File: src/rtl/pc_call_stack_if.sv
// pc_call_stack_if: decoder-side command bus and status of the call-stack program counter
interface pc_call_stack_if #(
  parameter int WIDTH = 8,
  parameter int DEPTH = 4
);
  localparam int DW = $clog2(DEPTH + 1);
  logic             WE;
  logic             EN;
  logic [2:0]       op;
  logic [WIDTH-1:0] data_in;
  logic             clr_err;
  logic [WIDTH-1:0] data_out;
  logic [WIDTH-1:0] top;
  logic [DW-1:0]    depth;
  logic             full;
  logic             empty;
  logic             ovf;
  logic             unf;
  modport master (
    output WE, EN, op, data_in, clr_err,
    input  data_out, top, depth, full, empty, ovf, unf
  );
  modport slave (
    input  WE, EN, op, data_in, clr_err,
    output data_out, top, depth, full, empty, ovf, unf
  );
endinterface

File: src/rtl/pc_call_stack.sv
// pc_call_stack: program counter with relative branch, skip and a LIFO return-address stack
module pc_call_stack #(
  parameter int               WIDTH        = 8,
  parameter int               DEPTH        = 4,
  parameter logic [WIDTH-1:0] RESET_VECTOR = '0
) (
  input logic               clk,
  input logic               rst,
  pc_call_stack_if.slave    bus
);
  localparam int DW = $clog2(DEPTH + 1);
  localparam logic [2:0] OP_JMP = 3'b001, OP_BRA = 3'b010, OP_SKIP = 3'b011,
                         OP_CALL = 3'b100, OP_RET = 3'b101;
  logic [WIDTH-1:0] pc_q, pc_d;
  logic [DW-1:0]    cnt_q, cnt_d;
  logic             ovf_q, ovf_d, unf_q, unf_d, push, pop;
  logic [WIDTH-1:0] stk_q [DEPTH];
  logic [WIDTH-1:0] stk_d [DEPTH];
  logic             full, empty, run;
  assign full  = cnt_q == DW'(DEPTH);
  assign empty = cnt_q == '0;
  assign run   = !bus.WE && bus.EN;
  // entry 0 is always the top of stack; push shifts down, pop shifts up
  always_comb begin
    pc_d  = pc_q + 1'b1;
    push  = run && bus.op == OP_CALL && !full;
    pop   = run && bus.op == OP_RET && !empty;
    ovf_d = (ovf_q && !bus.clr_err) || (run && bus.op == OP_CALL && full);
    unf_d = (unf_q && !bus.clr_err) || (run && bus.op == OP_RET && empty);
    cnt_d = push ? cnt_q + 1'b1 : pop ? cnt_q - 1'b1 : cnt_q;
    if (bus.WE) pc_d = bus.data_in;
    else if (!bus.EN) pc_d = pc_q;
    else if (bus.op == OP_JMP || bus.op == OP_CALL) pc_d = bus.data_in;
    else if (bus.op == OP_BRA) pc_d = pc_q + bus.data_in;
    else if (bus.op == OP_SKIP) pc_d = pc_q + WIDTH'(2);
    else if (pop) pc_d = stk_q[0];
    for (int i = 0; i < DEPTH; i++)
      stk_d[i] = push ? (i == 0 ? pc_q + 1'b1 : stk_q[i == 0 ? 0 : i-1])
               : pop  ? (i == DEPTH-1 ? stk_q[i] : stk_q[i == DEPTH-1 ? i : i+1])
               : stk_q[i];
  end
  always_ff @(posedge clk) begin
    if (!rst) begin
      pc_q  <= RESET_VECTOR;
      cnt_q <= '0;
      ovf_q <= 1'b0;
      unf_q <= 1'b0;
    end else begin
      pc_q  <= pc_d;
      cnt_q <= cnt_d;
      ovf_q <= ovf_d;
      unf_q <= unf_d;
    end
  end
  always_ff @(posedge clk) stk_q <= stk_d;
  assign bus.data_out = pc_q;
  assign bus.top      = empty ? '0 : stk_q[0];
  assign bus.depth    = cnt_q;
  assign bus.full     = full;
  assign bus.empty    = empty;
  assign bus.ovf      = ovf_q;
  assign bus.unf      = unf_q;
endmodule

File: src/flat_wrapper.sv
// flat-port wrapper written by rule: the top's interface ports become plain ports
module pc_call_stack_flat 
#(
  parameter int               WIDTH        = 8,
  parameter int               DEPTH        = 4,
  parameter logic [WIDTH-1:0] RESET_VECTOR = '0
)
  (clk, rst, bus_WE, bus_EN, bus_op, bus_data_in, bus_clr_err, bus_data_out, bus_top, bus_depth, bus_full, bus_empty, bus_ovf, bus_unf);
  pc_call_stack_if #(.WIDTH(WIDTH), .DEPTH(DEPTH)) bus_i ();
  input logic clk;
  input logic rst;
  input wire logic [$bits(bus_i.WE)-1:0] bus_WE;
  input wire logic [$bits(bus_i.EN)-1:0] bus_EN;
  input wire logic [$bits(bus_i.op)-1:0] bus_op;
  input wire logic [$bits(bus_i.data_in)-1:0] bus_data_in;
  input wire logic [$bits(bus_i.clr_err)-1:0] bus_clr_err;
  output wire logic [$bits(bus_i.data_out)-1:0] bus_data_out;
  output wire logic [$bits(bus_i.top)-1:0] bus_top;
  output wire logic [$bits(bus_i.depth)-1:0] bus_depth;
  output wire logic [$bits(bus_i.full)-1:0] bus_full;
  output wire logic [$bits(bus_i.empty)-1:0] bus_empty;
  output wire logic [$bits(bus_i.ovf)-1:0] bus_ovf;
  output wire logic [$bits(bus_i.unf)-1:0] bus_unf;
  assign bus_i.WE = bus_WE;
  assign bus_i.EN = bus_EN;
  assign bus_i.op = bus_op;
  assign bus_i.data_in = bus_data_in;
  assign bus_i.clr_err = bus_clr_err;
  assign bus_data_out = bus_i.data_out;
  assign bus_top = bus_i.top;
  assign bus_depth = bus_i.depth;
  assign bus_full = bus_i.full;
  assign bus_empty = bus_i.empty;
  assign bus_ovf = bus_i.ovf;
  assign bus_unf = bus_i.unf;
  pc_call_stack #(.WIDTH(WIDTH), .DEPTH(DEPTH), .RESET_VECTOR(RESET_VECTOR)) u_core (.clk(clk), .rst(rst), .bus(bus_i));
endmodule
File: config.mk
export PLATFORM = sky130hd
export DESIGN_NAME = pc_call_stack_flat
export DESIGN_NICKNAME = d
export VERILOG_FILES = /design/src/rtl/pc_call_stack_if.sv /design/src/rtl/pc_call_stack.sv /design/src/flat_wrapper.sv
export SDC_FILE = /design/constraint.sdc
export NUM_CORES = 1
export LEC_CHECK = 0
export BUFFER_PORTS_ARGS = -buffer_cell sky130_fd_sc_hd__buf_2
export CAP_MARGIN = 15
export CORE_ASPECT_RATIO = 1.5
export CORE_MARGIN = 4
export CORE_UTILIZATION = 57
export DETAILED_ROUTE_END_ITERATION = 16
export PLACE_DENSITY = 0.79
export SLEW_MARGIN = 20
export SYNTH_ARGS = -nofsm -noshare
export SYNTH_HDL_FRONTEND = slang
export SYNTH_SLANG_ARGS = --single-unit
File: constraint.sdc
create_clock -name clk -period 3.37 [get_ports clk]
set_input_delay 0.674 -clock clk [delete_from_list [all_inputs] [get_ports clk]]
set_output_delay 0.674 -clock clk [all_outputs]
set_load 0.05 [all_outputs]
### Word level (Yosys, flattened, before mapping)

Index checks and enable logic that the tools add are counted.

| operators by class | value |
|---|---|
| reductions and logical operators | 19 |
| eq/ne operators | 6 |
| mux-type cells | 15 |
| add/sub/neg operators | 5 |

Operators with widths:

| operator | number |
|---|---|
| 2-to-1 mux 8 bit | 13 |
| == test 3 bit (second input constant) | 3 |
| logical AND 1 bit | 9 |
| adder 8 x 1 -> 8 bit (second input constant) | 1 |
| adder 8 x 2 -> 8 bit (second input constant) | 1 |
| adder 8 bit | 1 |
| == test 3 x 2 -> 1 bit (second input constant) | 2 |
| 2-to-1 mux 3 bit | 2 |
| logical NOT 1 bit | 4 |
| nonzero test 2 bit | 2 |
| adder 3 x 1 -> 3 bit (second input constant) | 1 |
| == test 3 x 1 -> 1 bit (second input constant) | 1 |
| logical NOT 3 bit | 1 |
| logical OR 1 bit | 3 |
| subtractor 3 x 1 -> 3 bit (second input constant) | 1 |

| storage, ports and cells | value |
|---|---|
| flip-flop bits (word level) | 45 |
| output and inout bits | 23 |

### Logic depth before layout (Yosys ltp)

Gate-level depths: netlist of run 1.

| depth | value |
|---|---|
| word-level depth | 10 |
| mapped depth | 10 |
| gate-level depth less buffers | 8 |

### Worst setup path after synthesis of run 1

OpenSTA, ideal clock, no wires.

| timing path | value |
|---|---|
| path kind | register to register |
| start | reg u_core.cnt_q[2] (netlist: u_core.bus.depth[2]) |
| end | reg u_core.cnt_q[2] (netlist: u_core.bus.depth[2]) |
| path buffers | 3 |
| clock period less this slack | 3.381 ns |
| slack | -0.011 ns |
| library setup time | 0.120 ns |
| arrival | 3.261 ns |
| cell stages (with the launch flop) | 10 |
| data required time | 3.250 ns |
| cell sequence | dfxtp_1 nor3b_1 or4_1 clkbuf_1 buf_2 buf_6 fa_1 mux2i_1 xnor2_1 nor2_1 |

| on the way | value |
|---|---|
| word-level cells in the longest chain between the ends | 4 |

Ends and longest elaborated chain:

| element | line | RTL |
|---|---|---|
| from (decl) | pc_call_stack.sv:15 | `logic [DW-1:0] cnt_q, cnt_d;` |
| from (signal assigned) | pc_call_stack.sv:50 | `cnt_q <= cnt_d;` |
| == test 3 bit (*) | pc_call_stack.sv:20 | `assign full = cnt_q == DW'(DEPTH);` |
| named net bus_full | flat_wrapper.sv:20 | `output wire logic [$bits(bus_i.full)-1:0] bus_full;` |
| logical NOT 1 bit (*) | pc_call_stack.sv:26 | `push = run && bus.op == OP_CALL && !full;` |
| logical AND 1 bit (*) | pc_call_stack.sv:26 |  |
| 2-to-1 mux 3 bit / nonzero test 2 bit (equally long branches) | n/a |  |

The timed path passes the listed nets; every way through them passes the cells marked *. The select of a mux whose other input is x is not followed.
A chain may end at the register's enable or synchronous reset.

### Final worst setup path of run 1

| timing path | value |
|---|---|
| start | reg u_core.pc_q[3] (netlist: u_core.bus.data_out[3]) |
| end | reg u_core.pc_q[6] (netlist: u_core.bus.data_out[6]) |

| on the way | value |
|---|---|
| word-level cells in the longest chain between the ends | 7 |

Ends and longest elaborated chain:

| element | line | RTL |
|---|---|---|
| from (decl) | pc_call_stack.sv:14 | `logic [WIDTH-1:0] pc_q, pc_d;` |
| from (signal assigned) | pc_call_stack.sv:49 | `pc_q <= pc_d;` |
| adder 8 x 1 -> 8 bit | pc_call_stack.sv:25 | `pc_d = pc_q + 1'b1;` |
| 2-to-1 mux 8 bit | pc_call_stack.sv:36 | `else if (pop) pc_d = stk_q[0];` |
| 2-to-1 mux 8 bit | pc_call_stack.sv:35 | `else if (bus.op == OP_SKIP) pc_d = pc_q + WIDTH'(2);` |
| 2-to-1 mux 8 bit (*) | pc_call_stack.sv:34 | `else if (bus.op == OP_BRA) pc_d = pc_q + bus.data_in;` |
| 2-to-1 mux 8 bit (*) | pc_call_stack.sv:33 | `else if (bus.op == OP_JMP \|\| bus.op == OP_CALL) pc_d = bus.data_in;` |
| 2-to-1 mux 8 bit (*) | pc_call_stack.sv:32 | `else if (!bus.EN) pc_d = pc_q;` |
| 2-to-1 mux 8 bit (*) | pc_call_stack.sv:31 | `if (bus.WE) pc_d = bus.data_in;` |

Mark *: on every way between the ends. The rest lies on a longest branch, timed or not. The select of a mux whose other input is x is not followed.

==> impl_metrics.xml, run 1 <==
<?xml version="1.0" encoding="UTF-8"?>
<metrics>
  <group name="critical_path">
    <metric name="crit_family" unit="">compound AO/OA/AOI/OAI gates</metric>
    <metric name="ff2ff_path_depth" unit="">6</metric>
    <metric name="critical_path_cell_by_cell" unit="">ha_1 -&gt; o21ai_0 -&gt; a21oi_1 -&gt; or4b_2 -&gt; a31o_2 -&gt; a31oi_1</metric>
    <metric name="crit_path_start" unit="">u_core.bus.data_out[3]</metric>
    <metric name="critPathCapture" unit="">u_core.bus.data_out[6]</metric>
    <metric name="worst_setup_path_start_kind" unit="">flop</metric>
    <metric name="r2r_setup_slack" unit="ns">1.01</metric>
    <metric name="regToRegStartpoint" unit="">u_core.bus.data_out[3]</metric>
    <metric name="cp_endpoint_kind" unit="">flop</metric>
    <metric name="worstPathRequired" unit="ns">3.59</metric>
    <metric name="critical_path_cell_count" unit="">6</metric>
    <metric name="critical_path.max_stage_delay" unit="ns">0.61</metric>
    <metric name="rr_endpoint" unit="">u_core.bus.data_out[6]</metric>
    <metric name="critical_path_peak_fanout" unit="">12</metric>
    <metric name="worst_ep_arrival_time" unit="ns">2.58</metric>
    <metric name="worstPathBufferInverterCount" unit="">0</metric>
    <metric name="crit_path_slowest_cell" unit="">dfxtp_1</metric>
    <metric name="critical_path_class" unit="">reg -&gt; reg</metric>
  </group>
  <group name="global_routing">
    <metric name="global_route_wire_length_before_repair" unit="um">11170</metric>
    <metric name="grt_max_degree" unit="">26</metric>
    <metric name="grt_antenna_before_repair" unit="">0</metric>
    <metric name="global_route.overflow_total" unit="">0</metric>
    <metric name="gr-usage-all-layers" unit="">0.2345</metric>
    <metric name="first_global_vias" unit="">2367</metric>
  </group>
  <group name="sta">
    <metric name="rsz0062_at_grt" unit="">no</metric>
    <metric name="timing.max_slew.rel_slack" unit="">0.5107</metric>
    <metric name="fin_crit_sh" unit="">0.6990</metric>
    <metric name="layout_min_cycle_time" unit="ns">2.355</metric>
    <metric name="report.final.hold_viol_count" unit="">0</metric>
    <metric name="totalNegativeSetupSlack" unit="ns">0</metric>
    <metric name="final.setup_skew" unit="ns">0.002087</metric>
    <metric name="final-max-slew-violation-count" unit="">0</metric>
    <metric name="setup_viol_count_final" unit="">0</metric>
    <metric name="max_clock_freq" unit="MHz">424.5</metric>
    <metric name="transition_time_at_the_pin_with_the_least_slew_margin" unit="ns">0.7313</metric>
  </group>
  <group name="clocking">
    <metric name="cts_repair_resize_count" unit="">0</metric>
    <metric name="h-tree-depth" unit="">2</metric>
    <metric name="tritoncts" unit="">built</metric>
    <metric name="worst_skew_pair.late_latency" unit="ns">0.30</metric>
    <metric name="clock_sinks" unit="">45</metric>
    <metric name="clock-root-buffer" unit="">clkbuf_8</metric>
    <metric name="cts_hold_repair.buffers" unit="">0</metric>
    <metric name="cts_post_setup_buffers_inserted" unit="">0</metric>
    <metric name="path_clk_slew" unit="ns">0.09</metric>
    <metric name="cts_inserted_buffers" unit="">5</metric>
    <metric name="cts_buffer_depth" unit="">2</metric>
  </group>
  <group name="detailed_routing">
    <metric name="drt-pass1-iter-count" unit="">4</metric>
    <metric name="num_vias" unit="">2458</metric>
    <metric name="remaining_drc_errors" unit="">0</metric>
    <metric name="initialDrtViolationCount" unit="">222</metric>
    <metric name="route.antenna.remaining_nets" unit="">0</metric>
    <metric name="drt_wl_total" unit="um">6816</metric>
    <metric name="avgRoutedWirePerCell" unit="um">16.83</metric>
    <metric name="routed_via_density" unit="">6.069</metric>
  </group>
  <group name="synthesis">
    <metric name="ys_async_sr_fraction" unit="">0</metric>
    <metric name="synth.ff_latch_count" unit="">45</metric>
    <metric name="synth_warnings" unit="">0</metric>
    <metric name="netlist_area" unit="um^2">2786</metric>
    <metric name="synth_area_per_cell" unit="um^2">9.047</metric>
    <metric name="ys.flop_type" unit="">edfxtp_1</metric>
    <metric name="number_of_instances_in_the_synthesized_netlist" unit="">308</metric>
    <metric name="yosysTopAreaCellShare" unit="">0.3449</metric>
    <metric name="synth_top_cell_by_area" unit="">edfxtp_1</metric>
    <metric name="synth_seq_area_share" unit="">0.4383</metric>
    <metric name="syn_nets" unit="">335</metric>
    <metric name="synth.area.top_cells" unit="">edfxtp_1 34%, nand2_1 9.4%, dfxtp_1 9.3%</metric>
    <metric name="yosys.cell_types.count" unit="">51</metric>
    <metric name="synth_enable_flop_cells" unit="">32</metric>
  </group>
  <group name="layout">
    <metric name="area_delta_synth_final" unit="%">11.94</metric>
    <metric name="seq_area" unit="um^2">1221</metric>
    <metric name="design.final.nets" unit="">367</metric>
    <metric name="antenna_cells" unit="">0</metric>
    <metric name="nFillCells" unit="">408</metric>
    <metric name="drive_gt1_frac" unit="">0.1789</metric>
    <metric name="multi_input_comb_area" unit="um^2">1448</metric>
  </group>
  <group name="job">
    <metric name="drv_cap" unit="">0</metric>
  </group>
  <group name="pwr">
    <metric name="vdd.ir_drop.worst" unit="V">0.0003219</metric>
    <metric name="leakage" unit="uW">0.001252</metric>
    <metric name="powerDensity" unit="nW/um^2">415.8</metric>
    <metric name="design_power_total" unit="uW">1297</metric>
  </group>
  <group name="die">
    <metric name="fp.dieArea" unit="um^2">6094</metric>
    <metric name="floorplan.die.height" unit="um">93.63</metric>
    <metric name="initial_utilization" unit="">0.6035</metric>
    <metric name="core_area" unit="um^2">4617</metric>
    <metric name="io-pin-count" unit="">39</metric>
    <metric name="rows" unit="">30</metric>
    <metric name="chipWidth" unit="um">65.09</metric>
  </group>
  <group name="placed_design">
    <metric name="portBuffers" unit="">38</metric>
    <metric name="rd_place_congestion" unit="">0.8724</metric>
    <metric name="dpl.hpwl" unit="um">4923</metric>
  </group>
  <group name="status">
    <metric name="status" unit="">finished clean</metric>
  </group>
  <group name="min_path">
    <metric name="hold_start" unit="">u_core.stk_q[10]</metric>
    <metric name="min-delay-path-class" unit="">reg -&gt; reg</metric>
  </group>
</metrics>
per-layer routing:
metal / vias to the layer above / part of all wire / GRT usage
li1: 1171 / - / -
met1: 1196 / 0.40 / 0.2763
met2: 76 / 0.53 / 0.4210
met3: 15 / 0.044 / 0.03005
met4: 0 / 0.027 / 0.1003
met5: - / 0 / 0
worst min-delay path by stage:
stage	endpoint	slack [ns]	depth (start not counted)
CTS	u_core.stk_q[2]	0.46	0
global placement	u_core.stk_q[3]	0.43	0
finish	u_core.stk_q[2]	0.46	0
detailed placement	u_core.stk_q[2]	0.44	0
floorplan	u_core.stk_q[0]	0.43	0
global route	u_core.stk_q[2]	0.47	0
Yosys cell counts, drive strengths merged (2+ instances only):
cell type	count
a2111oi	2
a211oi	6
a21oi	20
a31o	2
a31oi	4
buf	11
clkbuf	6
dfxtp	13
edfxtp	32
fa	2
ha	9
inv	7
mux2i	3
nand2	70
nand2b	4
nand3	5
nand3b	2
nand4	3
nor2	16
nor2b	13
nor3	7
nor3b	3
nor4	3
nor4b	2
o211ai	6
o21a	2
o21ai	19
o21bai	2
o31ai	2
or2	2
or3	7
xnor2	4
xor2	6
power breakdown:
part	switching [uW]	leakage, uW	internal (uW)
logic	160	0.000800	89.7
clock network	193	0.0000554	223
registers	28.5	0.000396	602
total	382	0.00125	915
registers in the layout (all words and copies together), names as in the netlist:
| register | count |
|---|---|
| u_core.stk_q | 32 |
| u_core.bus.data_out | 8 |
| u_core.bus.depth | 3 |
| u_core.bus.ovf | 1 |
| u_core.bus.unf | 1 |
logic make-up after synthesis:
| logic type | share of synthesized area |
|---|---|
| DFF | 0.4383 |
| xor gates and xnor gates | 0.03143 |
| muxes | 0.01482 |
| adders and majority gates | 0.05478 |
| buffers and inverters | 0.04401 |
| and+or+nand+nor | 0.2479 |
| AOI/OAI and AO/OA | 0.1688 |
placed cells by master (no fill, tap or decap), types with 3 or more instances in the layout:
master,synthesis,layout
xnor2_1,4,4
o21ai_0,19,19
nand2_1,70,70
a211oi_1,6,6
nand4_1,3,3
inv_1,7,7
buf_4,0,3
nor4_1,3,3
nor3_1,6,6
dfxtp_1,13,13
xor2_1,6,6
buf_2,8,38
nor2b_1,13,13
mux2i_1,3,3
edfxtp_1,32,32
clkbuf_8,0,5
nand3_1,5,5
nand2b_1,4,4
ha_1,9,9
nor2_1,16,16
o211ai_1,6,6
a31oi_1,4,4
or3_1,7,7
a21oi_1,20,20
stage by stage:
stage,worst slack [ns],util,instances,hold slack [ns],cell area (um^2)
final,1.015,0.6756,405,0.4637,3119
after global routing,0.8532,0.6756,405,0.4732,3119
after CTS,1.055,0.6756,405,0.4635,3119
after detailed placement,0.7454,0.6515,397,0.4391,3008
after global placement,0.8024,0.6515,397,0.4311,3008
after floorplan,0.5279,-,308,0.4262,2791
final cells by class:
cell class	count	share of cell area
clock buffers	6	0.02327
multi-input cells	239	0.4641
repair buffers	42	0.07461
well taps	64	0.02567
clock inverters	2	0.01243
flip-flops and latches	45	0.3915
inverters	7	0.008424
(Power assumes the default switching activity.)
==> inputs of run 2 (changes only) <==
Settings changed: CORE_UTILIZATION 57 to 52, PLACE_DENSITY 0.79 to 0.76.
Clock period 3.37 ns to 1.9 ns, I/O delays scaled along.
==> run 2 against run 1 <==
Compared with the run above: sequential cell count stayed put; maximum frequency is 25% higher; largest power group unchanged; final area is 14% higher; register-to-register slack worse by 1.0 ns; first-iteration DRC count is 42% lower; power is 75% higher; sequential share of layout area is 3.8 points lower; die area is 8.6% higher; largest cell class unchanged; cell count is 11% higher; worst setup slack worse by 1.0 ns; clock power is 43% higher; count of clock-buffer cells in the layout stayed put.
==> impl_metrics.xml, run 2 (synthesis gave the netlist of run 1 again) <==
<?xml version="1.0" encoding="UTF-8"?>
<metrics>
  <group name="status">
    <metric name="status" unit="">finished clean</metric>
  </group>
  <group name="pwr">
    <metric name="internal_power" unit="uW">1564</metric>
    <metric name="vdd.ir_drop.worst" unit="V">0.0005021</metric>
    <metric name="fraction_of_power_consumed_by_the_clock_network" unit="">0.262</metric>
    <metric name="design_power_total" unit="uW">2275</metric>
    <metric name="power.switching" unit="uW">710.6</metric>
    <metric name="leakage" unit="uW">0.001468</metric>
    <metric name="netSwitchingFraction" unit="">0.3124</metric>
    <metric name="powerDensity" unit="nW/um^2">642.0</metric>
    <metric name="power.combinational.fraction" unit="">0.257</metric>
    <metric name="p_seq_frac" unit="">0.481</metric>
  </group>
  <group name="detailed_routing">
    <metric name="met1Wirelength" unit="um">2887</metric>
    <metric name="initialDrtViolationCount" unit="">128</metric>
    <metric name="routed-wl-met2" unit="um">3761</metric>
    <metric name="drt_wl_total" unit="um">7230</metric>
    <metric name="remaining_drc_errors" unit="">0</metric>
    <metric name="route.antenna.remaining_nets" unit="">0</metric>
    <metric name="avgRoutedWirePerCell" unit="um">16.03</metric>
    <metric name="routed_via_density" unit="">5.692</metric>
    <metric name="num_vias" unit="">2567</metric>
    <metric name="drt-pass1-iter-count" unit="">5</metric>
    <metric name="top_layer" unit="">met4</metric>
    <metric name="detailroute.wirelength.met3" unit="um">289</metric>
  </group>
  <group name="critical_path">
    <metric name="regToRegStartpoint" unit="">u_core.bus.data_out[2]</metric>
    <metric name="worst_setup_path_start_kind" unit="">flop</metric>
    <metric name="critical_path_class" unit="">reg -&gt; reg</metric>
    <metric name="cp_endpoint_kind" unit="">flop</metric>
    <metric name="crit_family" unit="">compound AO/OA/AOI/OAI gates</metric>
    <metric name="critical_path_peak_fanout" unit="">4</metric>
    <metric name="worstPathRequired" unit="ns">2.10</metric>
    <metric name="crit_path_start" unit="">u_core.bus.data_out[2]</metric>
    <metric name="critical_path.max_stage_delay" unit="ns">0.38</metric>
    <metric name="worstPathBufferInverterCount" unit="">1</metric>
    <metric name="worst_ep_arrival_time" unit="ns">2.08</metric>
    <metric name="crit_path_slowest_cell" unit="">or3_1</metric>
    <metric name="critical_path_cell_by_cell" unit="">ha_1 -&gt; buf_4 -&gt; o21ai_0 -&gt; nor4b_2 -&gt; or3_1 -&gt; a21oi_1 -&gt; o31ai_2</metric>
  </group>
  <group name="clocking">
    <metric name="h-tree-depth" unit="">2</metric>
    <metric name="cts_buffer_depth" unit="">2</metric>
    <metric name="worst_skew_pair.late_latency" unit="ns">0.30</metric>
    <metric name="tritoncts" unit="">built</metric>
    <metric name="cts_inserted_buffers" unit="">5</metric>
    <metric name="path_clk_slew" unit="ns">0.09</metric>
    <metric name="clock-root-buffer" unit="">clkbuf_8</metric>
    <metric name="clock_sinks" unit="">45</metric>
  </group>
  <group name="placed_design">
    <metric name="portBuffers" unit="">38</metric>
    <metric name="dpl.hpwl" unit="um">5479</metric>
    <metric name="rd_place_congestion" unit="">0.8651</metric>
    <metric name="area_of_placed_instances" unit="um^2">3418</metric>
  </group>
  <group name="die">
    <metric name="fp.dieArea" unit="um^2">6618</metric>
    <metric name="floorplan.die.height" unit="um">97.66</metric>
    <metric name="io-pin-count" unit="">39</metric>
    <metric name="core_area" unit="um^2">5165</metric>
    <metric name="chipWidth" unit="um">67.77</metric>
    <metric name="rows" unit="">32</metric>
    <metric name="initial_utilization" unit="">0.5395</metric>
  </group>
  <group name="global_routing">
    <metric name="global_route_wire_length_before_repair" unit="um">11870</metric>
    <metric name="first_global_vias" unit="">2581</metric>
    <metric name="grt_antenna_before_repair" unit="">0</metric>
    <metric name="global_route.overflow_total" unit="">0</metric>
    <metric name="gr-usage-all-layers" unit="">0.2323</metric>
    <metric name="grt_max_degree" unit="">22</metric>
  </group>
  <group name="sta">
    <metric name="layout_min_cycle_time" unit="ns">1.884</metric>
    <metric name="timing.max_slew.rel_slack" unit="">0.7551</metric>
    <metric name="setup_viol_count_final" unit="">0</metric>
    <metric name="final.setup_skew" unit="ns">0.006911</metric>
    <metric name="transition_time_at_the_pin_with_the_least_slew_margin" unit="ns">0.3628</metric>
    <metric name="final-max-slew-violation-count" unit="">0</metric>
    <metric name="max_clock_freq" unit="MHz">530.7</metric>
    <metric name="fin_crit_sh" unit="">0.9917</metric>
    <metric name="rsz0062_at_grt" unit="">yes</metric>
    <metric name="report.final.hold_viol_count" unit="">0</metric>
  </group>
  <group name="job">
    <metric name="drv_cap" unit="">0</metric>
  </group>
  <group name="layout">
    <metric name="fin_area" unit="um^2">3543</metric>
    <metric name="area_delta_synth_final" unit="%">27.17</metric>
    <metric name="drive_gt1_frac" unit="">0.3446</metric>
    <metric name="antenna_cells" unit="">0</metric>
    <metric name="design.final.nets" unit="">409</metric>
    <metric name="top_register" unit="">u_core.stk_q</metric>
    <metric name="largest_register_ff_count" unit="">32</metric>
    <metric name="mostFrequentLayoutCell" unit="">nand2_1</metric>
    <metric name="layout.cells.most_common_list" unit="">68 x nand2_1, 43 x buf_4, 38 x buf_2</metric>
  </group>
  <group name="min_path">
    <metric name="min-delay-path-class" unit="">in -&gt; reg</metric>
    <metric name="hold_start" unit="">bus_data_in[6]</metric>
  </group>
</metrics>
-- run 2: worst register-to-register path: stages, from the launching register on --
cell,delay [ns]
dfxtp_4,0.36
ha_1,0.25
buf_4,0.16
o21ai_0,0.28
nor4b_2,0.11
or3_1,0.38
a21oi_1,0.18
o31ai_2,0.07
-- run 2: metrics by stage --
stage / utilization / cells / setup slack (ns) / TNS, ns / hold WS (ns)
floorplan: - / 308 / -0.4029 / -9.248 / 0.4262
global placement: 0.6618 / 442 / -0.3343 / -5.619 / 0.4274
detailed placement: 0.6618 / 442 / -0.3341 / -7.442 / 0.4368
CTS: 0.6793 / 450 / -0.02696 / -0.04056 / 0.3685
global route: 0.6860 / 451 / -0.1174 / -0.5236 / 0.3970
finish: 0.6860 / 451 / 0.01577 / 0 / 0.3715
-- run 2: timing repair --
item                                    CTS  global route
gates resized for setup                   3             9
pin swaps                                 3             3
hold buffers                              0             0
endpoints found under the hold margin     0             0
gates cloned                              0             0
setup buffers                             0             1
endpoints found under the setup margin    3            29
-- run 2: power by group through the flow --
stage / sequential (uW) / combinational (uW) / clock (uW)
after global routing: 1100 / 633 / 644
after floorplan: 1180 / 298 / 0
after CTS: 1090 / 570 / 609
after global placement: 1110 / 551 / 0
after detailed placement: 1120 / 564 / 0
final: 1090 / 585 / 595
-- run 2: final timing paths --
path	end	slack, ns	cells past startpoint
worst max-delay path	u_core.bus.data_out[7]	0.02	7
worst min register to register	u_core.stk_q[4]	0.45	0
worst min-delay path	u_core.bus.data_out[6]	0.37	3
worst max register to register	u_core.bus.data_out[7]	0.02	7
-- run 2: layer usage --
layer	up-vias	track usage
met3	26	0.03472
met4	0	0.1256
met1	1222	0.2726
met2	65	0.3916
met5	-	0
li1	1254	-
-- run 2: layout make-up --
type	instances	area, um^2
clock buffer	6	72.57
clock inverter	2	11.26
fill	424	1622
inverter	7	26.28
multi-input combinational	239	1533
sequential	45	1251
tap	68	85.08
timing repair buffer	84	564.3
==> inputs of run 3 (changes only) <==
Settings changed: RECOVER_POWER set to 100, REMOVE_ABC_BUFFERS set to 1.
==> run 3 against run 2 <==
Compared with the run above: power grew 6.2%; maximum frequency shrank 1.6%; global-route usage grew 0.24 points; clock power grew 21%; wire length grew 2.1%; final area grew 0.28%; the run now ends with negative setup slack left; largest cell class unchanged; cell count grew 1.1%; clock skew shrank 0.00065 ns.
==> impl_metrics.xml, run 3 (synthesis gave the netlist of run 1 again) <==
<?xml version="1.0" encoding="UTF-8"?>
<metrics>
  <group name="clocking">
    <metric name="cts_inserted_buffers" unit="">5</metric>
    <metric name="path_clk_slew" unit="ns">0.08</metric>
    <metric name="tritoncts" unit="">built</metric>
    <metric name="clock_sinks" unit="">45</metric>
    <metric name="cts_buffer_depth" unit="">2</metric>
    <metric name="clock-root-buffer" unit="">clkbuf_8</metric>
    <metric name="worst_skew_pair.late_latency" unit="ns">0.30</metric>
    <metric name="h-tree-depth" unit="">2</metric>
  </group>
  <group name="die">
    <metric name="chipWidth" unit="um">67.77</metric>
    <metric name="fp.dieArea" unit="um^2">6618</metric>
    <metric name="core_area" unit="um^2">5165</metric>
    <metric name="rows" unit="">32</metric>
    <metric name="initial_utilization" unit="">0.5395</metric>
    <metric name="floorplan.die.height" unit="um">97.66</metric>
    <metric name="io-pin-count" unit="">39</metric>
  </group>
  <group name="critical_path">
    <metric name="critical_path_peak_fanout" unit="">12</metric>
    <metric name="cp_endpoint_kind" unit="">flop</metric>
    <metric name="worstPathRequired" unit="ns">2.12</metric>
    <metric name="worst_setup_path_start_kind" unit="">flop</metric>
    <metric name="worst_ep_arrival_time" unit="ns">2.13</metric>
    <metric name="critical_path_class" unit="">reg -&gt; reg</metric>
  </group>
  <group name="sta">
    <metric name="final-max-slew-violation-count" unit="">0</metric>
    <metric name="fin_crit_sh" unit="">1.008</metric>
    <metric name="postLayoutSetupSlackWorst" unit="ns">-0.01583</metric>
    <metric name="rsz0062_at_grt" unit="">yes</metric>
    <metric name="layout_min_cycle_time" unit="ns">1.916</metric>
    <metric name="transition_time_at_the_pin_with_the_least_slew_margin" unit="ns">0.6094</metric>
    <metric name="final.setup_skew" unit="ns">0.006259</metric>
    <metric name="max_clock_freq" unit="MHz">522.0</metric>
    <metric name="setup_viol_count_final" unit="">3</metric>
    <metric name="timing.max_slew.rel_slack" unit="">0.5955</metric>
    <metric name="report.final.hold_viol_count" unit="">0</metric>
  </group>
  <group name="placed_design">
    <metric name="portBuffers" unit="">38</metric>
    <metric name="dpl.hpwl" unit="um">5443</metric>
    <metric name="area_of_placed_instances" unit="um^2">3358</metric>
    <metric name="dp_slack" unit="ns">-0.3915</metric>
    <metric name="rd_place_congestion" unit="">0.9146</metric>
  </group>
  <group name="layout">
    <metric name="antenna_cells" unit="">0</metric>
    <metric name="largest_register_ff_count" unit="">32</metric>
    <metric name="seq_area" unit="um^2">1230</metric>
    <metric name="layout.cells.most_common_list" unit="">70 x nand2_1, 43 x buf_4, 32 x edfxtp_1</metric>
    <metric name="design.final.nets" unit="">414</metric>
    <metric name="top_register" unit="">u_core.stk_q</metric>
    <metric name="area_delta_synth_final" unit="%">27.53</metric>
    <metric name="fin_area" unit="um^2">3553</metric>
    <metric name="finalCoreUtilization" unit="">0.6880</metric>
    <metric name="multi_input_comb_area" unit="um^2">1528</metric>
    <metric name="drive_gt1_frac" unit="">0.2861</metric>
    <metric name="mostFrequentLayoutCell" unit="">nand2_1</metric>
    <metric name="nFillCells" unit="">416</metric>
  </group>
  <group name="detailed_routing">
    <metric name="initialDrtViolationCount" unit="">212</metric>
    <metric name="drt-pass1-iter-count" unit="">5</metric>
    <metric name="met1Wirelength" unit="um">2845</metric>
    <metric name="drt_wl_total" unit="um">7384</metric>
    <metric name="top_layer" unit="">met4</metric>
    <metric name="routed-wl-met2" unit="um">3879</metric>
    <metric name="routed_via_density" unit="">5.893</metric>
    <metric name="avgRoutedWirePerCell" unit="um">16.19</metric>
    <metric name="num_vias" unit="">2687</metric>
    <metric name="route.antenna.remaining_nets" unit="">0</metric>
    <metric name="remaining_drc_errors" unit="">0</metric>
    <metric name="detailroute.wirelength.met3" unit="um">330</metric>
  </group>
  <group name="global_routing">
    <metric name="first_global_vias" unit="">2641</metric>
    <metric name="grt_antenna_before_repair" unit="">0</metric>
    <metric name="global_route.overflow_total" unit="">0</metric>
    <metric name="grt_max_degree" unit="">32</metric>
    <metric name="global_route_wire_length_before_repair" unit="um">12000</metric>
    <metric name="gr-usage-all-layers" unit="">0.2347</metric>
  </group>
  <group name="status">
    <metric name="status" unit="">finished with violations</metric>
    <metric name="violations" unit="">negative setup slack</metric>
  </group>
  <group name="job">
    <metric name="drv_cap" unit="">0</metric>
  </group>
  <group name="pwr">
    <metric name="leakage" unit="uW">0.001447</metric>
    <metric name="powerDensity" unit="nW/um^2">680.0</metric>
    <metric name="vdd.ir_drop.worst" unit="V">0.0004419</metric>
  </group>
  <group name="min_path">
    <metric name="min-delay-path-class" unit="">in -&gt; reg</metric>
  </group>
</metrics>
[run 3: cell count changes in the layout (fill, tap and decap cells not counted), sizes merged]
cell | previous run | this run
clkbuf | 6 | 22
bufinv | 0 | 1
buf | 84 | 73
clkinvlp | 1 | 0
[run 3: per-layer routing]
metal	global-route usage	up-vias
met1	0.2734	1284
met3	0.03241	28
met4	0.1302	0
met2	0.3976	102
met5	0	-
li1	-	1273
[run 3: final timing paths]
path | from | to | slack, ns | cells past startpoint
max | u_core.bus.depth[2] | u_core.bus.data_out[7] | -0.02 | 7
min | bus_clr_err | u_core.bus.unf | 0.40 | 4
max reg2reg | u_core.bus.depth[2] | u_core.bus.data_out[7] | -0.02 | 7
min reg2reg | u_core.stk_q[8] | u_core.stk_q[0] | 0.47 | 0
[run 3: worst max-delay path, stage by stage (launching register included)]
cell,delay (ns)
dfxtp_1,0.34
clkbuf_2,0.14
nor3_2,0.06
or3_1,0.41
clkbuf_2,0.24
and4_4,0.20
o211a_1,0.22
o31ai_2,0.22
[run 3: layout make-up]
type	count	area share
Inverter	7	0.007394
Clock inverter	2	0.009859
Clock buffer	6	0.02042
Tap cell	68	0.02394
Sequential cell	45	0.3461
Timing Repair Buffer	89	0.1623
Multi-Input combinational cell	239	0.4299
[run 3: repair_timing]
item | 4_1_cts | 5_1_grt
hold buffers | 0 | 0
setup endpoints to repair | 3 | 59
pin swaps | 6 | 9
buffers inserted | 1 | 1
cloned | 0 | 0
gates resized for setup | 15 | 13
[run 3: where the power goes]
part	switching, uW	total, uW	internal [uW]
logic	354	604	250
clock network	327	717	390
registers	25.7	1090	1070
total	706	2420	1710
[run 3: per-stage QoR]
stage | TNS [ns] | std cells | hold slack, ns | total power, uW
after floorplan | -116.02 | 291 | 0.4262 | 1444
after detailed placement | -8.603 | 446 | 0.4428 | 1673
after global placement | -7.736 | 446 | 0.4355 | 1660
after global routing | -0.4028 | 456 | 0.4112 | 2527
after CTS | -0.06623 | 455 | 0.3924 | 2403
final | -0.04195 | 456 | 0.3999 | 2416
